--- config.mk ---
export PLATFORM = sky130hd
export DESIGN_NAME = instruction_fetch_buffer
export DESIGN_NICKNAME = d
export VERILOG_FILES = /design/src/rtl/pipeline_pkg.sv /design/src/rtl/sync_fifo.sv /design/src/rtl/instruction_fetch_buffer.sv
export SDC_FILE = /design/constraint.sdc
export NUM_CORES = 1
export LEC_CHECK = 0
export CAP_MARGIN = 40
export CORE_UTILIZATION = 30
export CTS_CLUSTER_DIAMETER = 120
export CTS_CLUSTER_SIZE = 20
export DETAILED_ROUTE_END_ITERATION = 6
export SLEW_MARGIN = 20
export SYNTH_ARGS = -nofsm -noshare
export SYNTH_HDL_FRONTEND = slang
export SYNTH_HIERARCHICAL = 1
export SYNTH_SLANG_ARGS = --single-unit
--- constraint.sdc ---
create_clock -name clk -period 3 [get_ports clk]
set_clock_uncertainty 0.2 [all_clocks]
set_input_delay 0.3 -clock clk [delete_from_list [all_inputs] [get_ports clk]]
set_output_delay 0.3 -clock clk [all_outputs]
set_load 0.05 [all_outputs]
--- src/rtl/pipeline_pkg.sv ---
// Shared pipeline constants and the sizing helper used by the fetch front end.
package pipeline_pkg;

  localparam int INSTR_W = 16;
  localparam int ADDR_W_DEF = 16;
  localparam logic [INSTR_W-1:0] NOP_INSTR = 16'h0000;

  function automatic int clog2(input int value);
    int r;
    r = 0;
    while ((1 << r) < value) r++;
    return r;
  endfunction

endpackage

--- src/rtl/sync_fifo.sv ---
// Single-clock FIFO with a show-ahead head; flush empties it in one cycle.
module sync_fifo
  import pipeline_pkg::*;
#(
  parameter int WIDTH = INSTR_W,
  parameter int DEPTH = 4
) (
  input  logic                   clk,
  input  logic                   rst_n,
  input  logic                   push,
  input  logic                   pop,
  input  logic                   flush,
  input  logic [WIDTH-1:0]       din,
  output logic                   full,
  output logic                   empty,
  output logic [clog2(DEPTH):0]  count,
  output logic [WIDTH-1:0]       head
);

  localparam int PW = clog2(DEPTH);
  localparam int CW = PW + 1;

  logic [WIDTH-1:0] mem [DEPTH];
  logic [PW-1:0]    rd_ptr;
  logic [PW-1:0]    wr_ptr;
  logic             do_push;
  logic             do_pop;

  assign full    = (count == CW'(DEPTH));
  assign empty   = (count == '0);
  assign do_push = push && !full;
  assign do_pop  = pop && !empty;
  assign head    = mem[rd_ptr];

  always_ff @(posedge clk) begin
    if (!rst_n || flush) begin
      rd_ptr <= '0;
      wr_ptr <= '0;
      count  <= '0;
    end else begin
      if (do_push) wr_ptr <= wr_ptr + 1'b1;
      if (do_pop)  rd_ptr <= rd_ptr + 1'b1;
      count <= count + CW'(do_push) - CW'(do_pop);
    end
  end

  // Storage needs no reset: pointers and count define what is valid.
  always_ff @(posedge clk) begin
    if (do_push) mem[wr_ptr] <= din;
  end

endmodule

--- src/rtl/instruction_fetch_buffer.sv ---
// Prefetching instruction fetch front end: credit-limited sequential reads into
// a show-ahead FIFO, with redirect flushing both buffered and in-flight data.
module instruction_fetch_buffer
  import pipeline_pkg::*;
#(
  parameter int                 DEPTH    = 4,
  parameter int                 ADDR_W   = ADDR_W_DEF,
  parameter logic [ADDR_W-1:0]  RESET_PC = '0,
  parameter logic [INSTR_W-1:0] NOP      = NOP_INSTR
) (
  input  logic               clk,
  input  logic               rst_n,
  input  logic               fetch_next,
  output logic [INSTR_W-1:0] instruction_out,
  output logic               instr_valid,
  input  logic               redirect,
  input  logic [ADDR_W-1:0]  redirect_pc,
  output logic               imem_req,
  output logic [ADDR_W-1:0]  imem_addr,
  input  logic               imem_rvalid,
  input  logic [INSTR_W-1:0] imem_rdata
);

  localparam int CW = clog2(DEPTH) + 1;

  logic [ADDR_W-1:0]  fetch_pc;
  logic [CW-1:0]      outstanding;
  logic [CW-1:0]      drop_cnt;
  logic [CW-1:0]      count;
  logic [CW:0]        credit_used;
  logic               fifo_full;
  logic               fifo_empty;
  logic               fifo_push;
  logic               fifo_pop;
  logic [INSTR_W-1:0] fifo_head;

  sync_fifo #(
    .WIDTH (INSTR_W),
    .DEPTH (DEPTH)
  ) u_fifo (
    .clk   (clk),
    .rst_n (rst_n),
    .push  (fifo_push),
    .pop   (fifo_pop),
    .flush (redirect),
    .din   (imem_rdata),
    .full  (fifo_full),
    .empty (fifo_empty),
    .count (count),
    .head  (fifo_head)
  );

  // Buffered plus in-flight words may never exceed the FIFO depth.
  assign credit_used = {1'b0, count} + {1'b0, outstanding};
  assign imem_req    = rst_n && !redirect && !fifo_full && (credit_used < (CW+1)'(DEPTH));
  assign imem_addr   = fetch_pc;

  assign fifo_push = imem_rvalid && (drop_cnt == '0) && !redirect;
  assign fifo_pop  = fetch_next && !fifo_empty && !redirect;

  assign instr_valid     = !fifo_empty;
  assign instruction_out = fifo_empty ? NOP : fifo_head;

  always_ff @(posedge clk) begin
    if (!rst_n) begin
      fetch_pc    <= RESET_PC;
      outstanding <= '0;
      drop_cnt    <= '0;
    end else if (redirect) begin
      // Everything still in flight after this edge belongs to the old stream.
      fetch_pc    <= redirect_pc;
      outstanding <= outstanding - CW'(imem_rvalid);
      drop_cnt    <= outstanding - CW'(imem_rvalid);
    end else begin
      if (imem_req) fetch_pc <= fetch_pc + 1'b1;
      outstanding <= outstanding + CW'(imem_req) - CW'(imem_rvalid);
      if (imem_rvalid && (drop_cnt != '0)) drop_cnt <= drop_cnt - 1'b1;
    end
  end

endmodule

==> metrics <==
Slew headroom approximately 61%; routed vias slightly below 3000; Seq cells post-synth between 90 and 100; nets@finish 457; static leakage roughly 1.9 nW; Final Max Slew Viols 0; final total negative setup slack 0 ns; ANT nets after route 0; Worst Path Arrival about 2.8 ns; overall global routing resource usage between 10% and 20%; ys async rst share 0%; CP max-delay cell fa_1; CTS tree yes; area grow syn2layout 28.59%; post-route setup slack 0.2590 ns; Synth Area in Adders roughly 5.3%; final RePlAce weighted congestion ~0.8; worst-path cell chain inv_1, ha_1, nand2b_1, nor3b_2, and2_4, inv_1, ha_1, inv_1, ha_1, fa_1, xnor2_1, xnor2_1, nor2_1; Critical Path End Type register; capturing point of the worst reg2reg path u_fifo/count[2]; first-pass GRT wire length 14920 um; critical path depth in cells 13; Post-CTS Setup Inserts 0; Synthesized Nets 376; Tcrit/Tclk final 91.37%; Post-Place Worst Slack slightly above 0.1 ns; grt ovf 0; largest family of logic cells by synthesized area simple AND/OR/NAND/NOR gates; Worst EP required between 3 and 4 ns; Cell variety after synth between 50 and 60; Max Cap Viol 0; Worst Setup EP u_fifo/count[2]; RSZ-0062 raised after global routing false; ANT cells 0; leading area contributor after synthesis edfxtp_1; area of the multi-input gates 1654 um2; clock latency on the worst-skew pair between 0.3 and 0.4 ns; number of synthesized flops with an enable pin between 60 and 70; vias per inst ~4.9; CP max FO 6; Worst Setup Start Kind register; share of the synthesized area in the top cell type between 40% and 50%; Setup CP Type register to register; Detailed Routing Iterations Pass 1 5; post-synthesis compound-gate area fraction under 10%; commonest non-fill, non-tap cells in the layout edfxtp_1 (64), clkdlybuf4s50_1 (53), dfxtp_1 (31), nand2_1 (30), buf_4 (28); simple-gate share of the synthesized area between 10 and 15%; drt wl/cell 15.56 um; Seq/Total Area, Yosys just under 60%; Setup Viol. Count Final 0; Mapped Area 4315 um2; Worst Path Buf+Inv 3; core area ~14000 um2; # H-tree levels 3; share of layout cells above drive strength 1 19.12%; CP top delay family adder cells; pin count of the biggest net entering global routing 29; Routed WL roughly 9000 um; Slew @ Worst Pin slightly below 0.6 ns; P per Cell Area approximately 550 nW/um2; Initial Util a little under a third; FF-to-FF Start drop_cnt[0]; status completed; Worst VDD drop approximately 0.29 mV; Tmin final about 2.7 ns; Placement Cell Area approximately 5200 um2; number of port buffers 70; count of final hold-check violations 0; commonest non-fill, non-tap cell in the layout edfxtp_1; die width about 120 um; Ports 71; cell depth of the worst flop-to-flop path 13; Final Power a little over 0.003 W; vias in the first global route approximately 3000; Residual DRC 0; Gate Count Post-Synth roughly 320; critical path launch point drop_cnt[0]; flop-to-flop setup slack between 0.2 and 0.3 ns; initial antenna violation count 0; Synth area leaders edfxtp_1 (45%), dfxtp_1 (14%), mux4_2 (8.4%); CTS sink cnt 95; DP HPWL slightly above 6000 um; CTS buffer count 9; top_reg_cell synth edfxtp_1; DIE AREA ~15000 um2; crit-path max cell delay around 0.38 ns; Die Y roughly 120 um; HP Class register to register; Sequential Area 2542 um2; f_max 0.3648 GHz; Post-Syn Area per Cell approximately 13 um2; clock root buffer clkbuf_16; Initial DRC Count 136; FP Rows 43; Warnings, synthesis 6; Clock Pin Slew Worst Setup and Hold Paths ~0.070 ns; mux cell area share after synthesis roughly 9.1%; clock buffer depth 2; fin area roughly 5500 um2; XOR/XNOR Fraction of Synth Area between 1 and 1.5%; fill count between 1000 and 1500
-- metal layers --
layer  track usage [%]  up-vias  part of all wire [%]
met4             4.321        0                  0.58
met2             22.28       80                    48
li1                  -     1391                     -
met5                 0        -                     0
met1             16.35     1425                    46
met3             3.839        6                   4.9
-- repair_timing --
item                                    4_1_cts  5_1_grt
gates resized for setup                       0        1
hold buffers                                  0        0
endpoints found under the hold margin         0        0
endpoints found under the setup margin        0        1
-- tightest hold or removal path: stages, from the launching register on --
cell	delay, ns
dfxtp_1	0.31
o21ai_0	0.06
a21oi_1	0.08
-- final cells by class --
cell class	count	share of cell area (%)
clock buffer	11	4.555
clock inverter	5	0.8343
inverter	18	1.218
multi-input combinational	197	29.81
sequential	95	45.82
tap	180	4.059
timing repair buffer	82	13.71
-- state kept, by name (all words and copies together), names as in the netlist, named ones only --
name,cells
u_fifo/mem,64
imem_addr,16
outstanding,3
u_fifo/wr_ptr,2
drop_cnt,3
u_fifo/rd_ptr,2
u_fifo/count,3
-- where the power goes --
group          leakage (nW)  switching [W]  internal, W
logic                 0.938       0.000237     0.000186
clock network         0.149       0.000501     0.000623
registers             0.833      0.0000396      0.00144
-- cell usage after synthesis (all sizes together), types with 3 or more instances --
| master | number |
|---|---|
| mux4 | 16 |
| dfxtp | 31 |
| clkbuf | 7 |
| ha | 15 |
| or4 | 4 |
| o31ai | 3 |
| inv | 16 |
| nand2 | 30 |
| nand4 | 6 |
| o211ai | 4 |
| nor2b | 18 |
| nand3 | 11 |
| edfxtp | 64 |
| nor2 | 5 |
| and3 | 7 |
| buf | 5 |
| o311ai | 5 |
| o21ai | 5 |
| a21oi | 11 |
| and2 | 5 |
| or3 | 5 |
| xnor2 | 5 |
| a31oi | 10 |
-- cell families (layout without fill, tap and decap cells) --
group | Yosys count | in the layout
and+or+nand+nor | 105 | 105
DFF | 95 | 95
AOI/OAI and AO/OA | 50 | 50
buffers and inverters | 30 | 116
muxes | 19 | 19
adders and majority gates | 17 | 17
xor gates and xnor gates | 6 | 6
-- worst min-delay path by stage --
| stage | cells past startpoint | start | slack, ns | end |
|---|---|---|---|---|
| floorplan | 0 | imem_rdata[0] | 0.20 | u_fifo/mem[0][0] |
| global placement | 2 | u_fifo/rd_ptr[1] | 0.27 | u_fifo/rd_ptr[1] |
| finish | 2 | u_fifo/rd_ptr[1] | 0.30 | register |
| global route | 3 | redirect_pc[0] | 0.33 | imem_addr[0] |
| CTS | 3 | redirect_pc[0] | 0.29 | imem_addr[0] |
| detailed placement | 2 | u_fifo/rd_ptr[1] | 0.29 | register |
-- per-stage QoR --
step	util (%)	hold WS [ns]	instances
6_report	39.82	0.3029	588
2_1_floorplan	-	0.1989	322
3_5_place_dp	37.64	0.2863	572
4_1_cts	39.79	0.2928	588
3_3_place_gp	37.64	0.2700	572
5_1_grt	39.82	0.3309	588
Note: power is estimated with default switching activity, not from simulation.
